`config.mk`:
```
export PLATFORM = sky130hd
export DESIGN_NAME = monobit_stream_tester_flat
export DESIGN_NICKNAME = d
export VERILOG_FILES = /design/src/rtl/monobit_pkg.sv /design/src/rtl/monobit_stream_tester_if.sv /design/src/rtl/monobit_accum.sv /design/src/rtl/monobit_stream_tester.sv /design/src/flat_wrapper.sv
export SDC_FILE = /design/constraint.sdc
export NUM_CORES = 1
export LEC_CHECK = 0
export BUFFER_PORTS_ARGS = -buffer_cell sky130_fd_sc_hd__clkbuf_2
export CORE_ASPECT_RATIO = 1.25
export CORE_MARGIN = 3
export CORE_UTILIZATION = 30
export DETAILED_ROUTE_END_ITERATION = 10
export PLACE_DENSITY = 0.61
export SETUP_SLACK_MARGIN = 0.02
export SYNTH_ARGS = -nofsm -noshare
export SYNTH_HDL_FRONTEND = slang
export SYNTH_SLANG_ARGS = --single-unit
export TNS_END_PERCENT = 30
```
`constraint.sdc`:
```
create_clock -name clk -period 3.5 [get_ports clk]
set_input_delay 0.525 -clock clk [delete_from_list [all_inputs] [get_ports clk]]
set_output_delay 0.525 -clock clk [all_outputs]
set_load 0.02 [all_outputs]
```
`src/rtl/monobit_pkg.sv`:
```
// Shared types and width helpers for the monobit frequency tester.
// Sums are signed, LOG2_N+2 bits wide; magnitudes are compared unsigned.
package monobit_pkg;

  typedef enum logic [1:0] {
    IDLE   = 2'd0,
    ACCUM  = 2'd1,
    REPORT = 2'd2
  } state_t;

  localparam int MAX_LOG2_N = 12;
  localparam int MAX_SUM_W  = MAX_LOG2_N + 2;

  function automatic int sum_w(input int log2_n);
    return log2_n + 2;
  endfunction

  function automatic int th_w(input int log2_n);
    return log2_n + 1;
  endfunction

  // |s| never exceeds N, so the unsigned result always fits in the same width
  function automatic logic [MAX_SUM_W-1:0] abs_sum(input logic signed [MAX_SUM_W-1:0] s);
    return s[MAX_SUM_W-1] ? unsigned'(-s) : unsigned'(s);
  endfunction

endpackage

```
`src/rtl/monobit_stream_tester_if.sv`:
```
// Bit-stream input, result output and run control of the monobit tester.
// master = TRNG source / host side, slave = tester.
interface monobit_stream_tester_if #(
  parameter int LOG2_N = 7,
  parameter int CNT_W  = 8
);
  logic                    enable;
  logic                    bit_in;
  logic                    bit_valid;
  logic                    bit_ready;
  logic [LOG2_N:0]         thresh;
  logic                    res_valid;
  logic                    res_ready;
  logic                    is_random;
  logic signed [LOG2_N+1:0] sum_out;
  logic [CNT_W-1:0]        fail_count;

  modport master (
    output enable, bit_in, bit_valid, thresh, res_ready,
    input  bit_ready, res_valid, is_random, sum_out, fail_count
  );

  modport slave (
    input  enable, bit_in, bit_valid, thresh, res_ready,
    output bit_ready, res_valid, is_random, sum_out, fail_count
  );
endinterface

```
`src/rtl/monobit_accum.sv`:
```
// Block bit counter and signed +/-1 accumulator; self-clears on the last accepted bit.
// sum_next is the running sum including the bit accepted this cycle.
module monobit_accum
  import monobit_pkg::*;
#(
  parameter int LOG2_N = 7
) (
  input  logic                      clk,
  input  logic                      rst,
  input  logic                      clear,
  input  logic                      accept,
  input  logic                      bit_in,
  output logic                      last,
  output logic signed [LOG2_N+1:0]  sum_next
);
  localparam int SUM_W = sum_w(LOG2_N);

  logic [LOG2_N-1:0]       cnt;
  logic signed [SUM_W-1:0] sum;
  logic signed [SUM_W-1:0] step;

  // +1 for a one, all-ones (-1) for a zero
  assign step     = $signed({{(SUM_W-1){~bit_in}}, 1'b1});
  assign last     = &cnt;
  assign sum_next = accept ? sum + step : sum;

  always_ff @(posedge clk) begin
    if (rst || clear) begin
      cnt <= '0;
      sum <= '0;
    end else if (accept) begin
      cnt <= cnt + LOG2_N'(1);
      sum <= last ? '0 : sum_next;
    end
  end

endmodule

```
`src/rtl/monobit_stream_tester.sv`:
```
// Monobit (frequency) test over 2^LOG2_N-bit blocks with handshaked bits and results.
// Result appears 1 cycle after the last bit and is held, with bit_ready low, until res_ready.
module monobit_stream_tester
  import monobit_pkg::*;
#(
  parameter int LOG2_N = 7,
  parameter int CNT_W  = 8
) (
  input  logic                    clk,
  input  logic                    rst,
  monobit_stream_tester_if.slave  bus
);
  localparam int SUM_W = sum_w(LOG2_N);

  state_t                  state;
  logic                    bit_ready_q;
  logic                    res_valid_q;
  logic                    is_random_q;
  logic signed [SUM_W-1:0] sum_out_q;
  logic [CNT_W-1:0]        fail_count_q;

  logic                    accept;
  logic                    clear;
  logic                    last;
  logic signed [SUM_W-1:0] sum_next;
  logic signed [MAX_SUM_W-1:0] sum_ext;
  logic [MAX_SUM_W-1:0]    mag;
  logic                    pass;

  assign accept = bus.bit_valid & bit_ready_q;
  // Abort wins over a simultaneous accept, so a dropped enable never leaves a partial sum
  assign clear  = (state == IDLE) | ((state == ACCUM) & ~bus.enable);

  monobit_accum #(.LOG2_N(LOG2_N)) u_accum (
    .clk      (clk),
    .rst      (rst),
    .clear    (clear),
    .accept   (accept),
    .bit_in   (bus.bit_in),
    .last     (last),
    .sum_next (sum_next)
  );

  assign sum_ext = MAX_SUM_W'(sum_next);
  assign mag     = abs_sum(sum_ext);
  assign pass    = (mag <= MAX_SUM_W'(bus.thresh));

  always_ff @(posedge clk) begin
    if (rst) begin
      state        <= IDLE;
      bit_ready_q  <= 1'b0;
      res_valid_q  <= 1'b0;
      is_random_q  <= 1'b0;
      sum_out_q    <= '0;
      fail_count_q <= '0;
    end else begin
      case (state)
        IDLE: begin
          if (bus.enable) begin
            state       <= ACCUM;
            bit_ready_q <= 1'b1;
          end
        end
        ACCUM: begin
          if (!bus.enable) begin
            state       <= IDLE;
            bit_ready_q <= 1'b0;
          end else if (accept && last) begin
            state       <= REPORT;
            bit_ready_q <= 1'b0;
            res_valid_q <= 1'b1;
            sum_out_q   <= sum_next;
            is_random_q <= pass;
          end
        end
        REPORT: begin
          if (bus.res_ready) begin
            res_valid_q <= 1'b0;
            if (!is_random_q && (fail_count_q != '1))
              fail_count_q <= fail_count_q + CNT_W'(1);
            state       <= bus.enable ? ACCUM : IDLE;
            bit_ready_q <= bus.enable;
          end
        end
        default: begin
          state       <= IDLE;
          bit_ready_q <= 1'b0;
          res_valid_q <= 1'b0;
        end
      endcase
    end
  end

  assign bus.bit_ready  = bit_ready_q;
  assign bus.res_valid  = res_valid_q;
  assign bus.is_random  = is_random_q;
  assign bus.sum_out    = sum_out_q;
  assign bus.fail_count = fail_count_q;

endmodule

```
`src/flat_wrapper.sv`:
```
// flat-port wrapper written by rule: the top's interface ports become plain ports
module monobit_stream_tester_flat import monobit_pkg::*;
#(
  parameter int LOG2_N = 7,
  parameter int CNT_W  = 8
)
  (clk, rst, bus_enable, bus_bit_in, bus_bit_valid, bus_thresh, bus_res_ready, bus_bit_ready, bus_res_valid, bus_is_random, bus_sum_out, bus_fail_count);
  monobit_stream_tester_if #(.LOG2_N(LOG2_N), .CNT_W(CNT_W)) bus_i ();
  input  logic clk;
  input  logic rst;
  input wire logic [$bits(bus_i.enable)-1:0] bus_enable;
  input wire logic [$bits(bus_i.bit_in)-1:0] bus_bit_in;
  input wire logic [$bits(bus_i.bit_valid)-1:0] bus_bit_valid;
  input wire logic [$bits(bus_i.thresh)-1:0] bus_thresh;
  input wire logic [$bits(bus_i.res_ready)-1:0] bus_res_ready;
  output wire logic [$bits(bus_i.bit_ready)-1:0] bus_bit_ready;
  output wire logic [$bits(bus_i.res_valid)-1:0] bus_res_valid;
  output wire logic [$bits(bus_i.is_random)-1:0] bus_is_random;
  output wire logic [$bits(bus_i.sum_out)-1:0] bus_sum_out;
  output wire logic [$bits(bus_i.fail_count)-1:0] bus_fail_count;
  assign bus_i.enable = bus_enable;
  assign bus_i.bit_in = bus_bit_in;
  assign bus_i.bit_valid = bus_bit_valid;
  assign bus_i.thresh = bus_thresh;
  assign bus_i.res_ready = bus_res_ready;
  assign bus_bit_ready = bus_i.bit_ready;
  assign bus_res_valid = bus_i.res_valid;
  assign bus_is_random = bus_i.is_random;
  assign bus_sum_out = bus_i.sum_out;
  assign bus_fail_count = bus_i.fail_count;
  monobit_stream_tester #(.LOG2_N(LOG2_N), .CNT_W(CNT_W)) u_core (.clk(clk), .rst(rst), .bus(bus_i));
endmodule
```
==> out/qor.txt <==
Startpoint Class -> input pin
Post-placement cell count -> 439
Share of cells above drive strength 1 -> 28.7%
Period utilization -> 95.1%
Routed WL -> 5.98 mm
Mean Syn Cell Area -> 8.22 um^2
Yosys top cell area share -> 31.7%
Asr flop ratio synth -> 0%
Top-level port count -> 34
Die ar. -> 9120 um^2
Synth Area in Adders -> 10.2%
Minimum clock period -> 3.33 ns
Leading area contributor after synthesis -> dfxtp_1
Synth area leaders -> dfxtp_1, ha_1, nor2_1
Post-synth EDFFs -> 0
Setup Skew -> 0.00482 ns
Final count of negative-setup-slack endpoints -> 0
Worst-margin pin slew -> 0.533 ns
Simple-gate portion of the synthesized area -> 20.8%
Vias -> 2302
Pwr Density -> 308 nW/um^2
WP buf/inv -> 3
Filler Cell Count -> 777
Crit path depth -> 16
Largest family of logic cells by synthesized area -> compound AO/OA/AOI/OAI gates
CP Max Fanout -> 8
Slew Viols, Final -> 0
Clock-pin slew of the registers on the worst-case setup and hold paths -> 0.07 ns
First-pass GRT wire length -> 9.82 mm
Sequential element share of the synthesized area -> 31.7%
Clk root buf -> clkbuf_8
Routed vias/inst -> 5.10
Multiplexer share of the synthesized area -> 3.18%
Grt total ovfl -> 0
CP endpoint -> u_core.bus.is_random$_SDFFE_PP0P_
Critical path's largest stage delay -> 0.39 ns
Top-count cell post-synth -> dfxtp_1
Max Root-Sink Buffers -> 2
Synth Net Count -> 325
Number of global-route vias before repair -> 2085
Core box area -> 7580 um^2
Seq cells post-synth -> 38
WL per Instance -> 13.3 um
H-tree Lvls -> 2
F_max -> 301 MHz
Total global-route track usage -> 13.0%
Slew Limit Headroom -> 64.2%
Post-route insts no fill -> 451
Outcome -> complete, no violations
Drt drc -> 0
WP data arrival -> 3.54 ns
Nets -> 391
First drt pass iteration count -> 4
CTS tree -> yes
Netlist cell types -> 54
CTS Buf Count -> 5
Clk sinks -> 38
Most frequent CP cell -> o21ai_1
Synth Area in XOR/XNOR -> 6.93%
Largest net degree at the start of global routing -> 24
Placer congestion estimate -> 0.788
Design Power -> 954 uW
Peak supply drop -> 0.294 mV
Initial Utilization -> 31.7%
Crit path max-delay family -> compound AO/OA/AOI/OAI gates
Critical Path Start -> bus_bit_in
Main synth FF type -> dfxtp_1
Compound-gate portion of the synthesized area -> 22.6%
CP max-delay cell -> o41a_1
Worst r2r dst -> u_core.bus.is_random$_SDFFE_PP0P_
Worst path required time -> 3.71 ns
Initial DRC count -> 87
Commonest cells post-synth -> dfxtp_1, nor2_1, ha_1, inv_1, nand2_1
Die extent in y -> 106 um
Synthesized area -> 2400 um^2
Core Rows -> 35
Leakage Power -> 0.00133 uW
Synth warn -> 0
Final hold vios -> 0
Worst path cell trace -> buf_2, inv_4, ha_2, or2_4, o211a_1, o41a_1, mux2_4, buf_4, o21ai_2, o21ai_1, ha_1, nand4_1, o21a_1, a211oi_2, o21ai_1, a31oi_1
IO buf count -> 33
Syn Inst Count -> 292
Area grow syn2layout -> 29.1%
Post-DP HPWL -> 4.58 mm
FF-to-FF path depth -> 15
MaxCap Viol Count -> 0
R2R Setup Slk -> 0.19 ns
Final ANT Viol Nets -> 0
Crit. End Element -> flip-flop
Hold WC Path Type -> reg2reg
Clock latency on the worst-skew pair -> 0.29 ns
Ant. Diodes -> 0
Width of the die -> 86.0 um
Initial antenna violation count -> 0
RR Startpoint -> u_core.u_accum.sum[1]$_SDFFE_PP0P_
Worst Setup Path Type -> in2reg
## layout by cell type, fill, tap and decap left out, types with 11 or more instances in the layout
cell type,Yosys,routed
nand3_1,12,12
ha_1,18,16
nand2_1,17,17
o21ai_0,15,11
dfxtp_1,38,38
inv_1,17,16
buf_4,0,36
a21oi_1,16,14
nor2_1,35,35
xor2_1,12,12
clkbuf_2,0,32
## metrics by stage
stage / setup slack [ns] / hold WS (ns) / cell area, um^2 / utilization, % / setup TNS, ns
after floorplan: 0.0351 / 0.454 / 2400 / - / 0
after global placement: -0.209 / 0.464 / 2890 / 38.2 / -0.209
after detailed placement: -0.223 / 0.471 / 2890 / 38.2 / -0.223
after CTS: 0.0443 / 0.482 / 3000 / 39.6 / 0
after global routing: -0.00315 / 0.507 / 3100 / 40.9 / -0.00315
final: 0.173 / 0.485 / 3100 / 40.9 / 0
## power breakdown
group	leakage, uW	total (uW)	internal (uW)	switching, uW
combinational	0.000962	156	73.0	83.2
clock	0.0000579	359	210	149
sequential	0.000307	438	435	3.87
total	0.00133	954	717	237
## sequential cells by signal, indices dropped and copies added (netlist names)
| register | flops |
|---|---|
| u_core.state | 2 |
| u_core.bus.sum_out | 9 |
| u_core.bus.res_valid | 1 |
| u_core.u_accum.sum | 9 |
| u_core.bus.is_random | 1 |
| u_core.bus.fail_count | 8 |
| u_core.u_accum.cnt | 7 |
| u_core.bus.bit_ready | 1 |
## cell type report
cell class	count	area [um^2]	area share (%)
Tap cell	92	115	3.71
Clock inverter	3	40.0	1.29
Timing Repair Buffer	70	447	14.4
Sequential cell	38	761	24.5
Inverter	17	66.3	2.14
Multi-Input combinational cell	226	1600	51.7
Clock buffer	5	68.8	2.22
## worst reg2reg max path: cells and delay by family (launching register included)
family                   cells  cell delay [ns]
AO/OA/AOI/OAI                7             1.22
flip-flops                   1             0.43
XOR/XNOR                     2             0.34
AND/OR/NAND/NOR              2             0.34
buffers and inverters        2             0.27
adder cells (fa/ha/maj)      2             0.63
## worst min-delay path by stage
stage	startpoint	endpoint	cells past startpoint
floorplan	u_core.u_accum.cnt[1]$_SDFFE_PP0P_	u_core.u_accum.cnt[1]$_SDFFE_PP0P_	2
global placement	u_core.u_accum.cnt[1]$_SDFFE_PP0P_	u_core.u_accum.cnt[1]$_SDFFE_PP0P_	2
detailed placement	u_core.u_accum.cnt[1]$_SDFFE_PP0P_	u_core.u_accum.cnt[1]$_SDFFE_PP0P_	2
CTS	u_core.u_accum.cnt[1]$_SDFFE_PP0P_	u_core.u_accum.cnt[1]$_SDFFE_PP0P_	2
global route	u_core.u_accum.cnt[1]$_SDFFE_PP0P_	u_core.u_accum.cnt[1]$_SDFFE_PP0P_	2
finish	u_core.u_accum.cnt[1]$_SDFFE_PP0P_	u_core.u_accum.cnt[1]$_SDFFE_PP0P_	2
## what timing repair did
item	CTS	global route
setup endpoints to repair	0	1
buffers inserted	0	4
gates resized for setup	0	21
hold buffers	0	0
## cell families (layout without fill, tap and decap cells)
| kind of cell | after synthesis | count (layout) |
|---|---|---|
| and+or+nand+nor | 101 | 101 |
| DFF | 38 | 38 |
| AOI/OAI and AO/OA | 80 | 80 |
| adders and majority gates | 19 | 19 |
| xor gates and xnor gates | 19 | 19 |
| muxes | 7 | 7 |
| buffers and inverters | 28 | 95 |
## metal layers
layer  vias up  wire length [um]  track usage, %
met3         4               308            2.79
met1      1063              2770            17.8
li1       1189                 -               -
met2        46              2860            20.7
met5         -                 0               0
met4         0                42            2.83
Power figures use the tool's default switching activity.
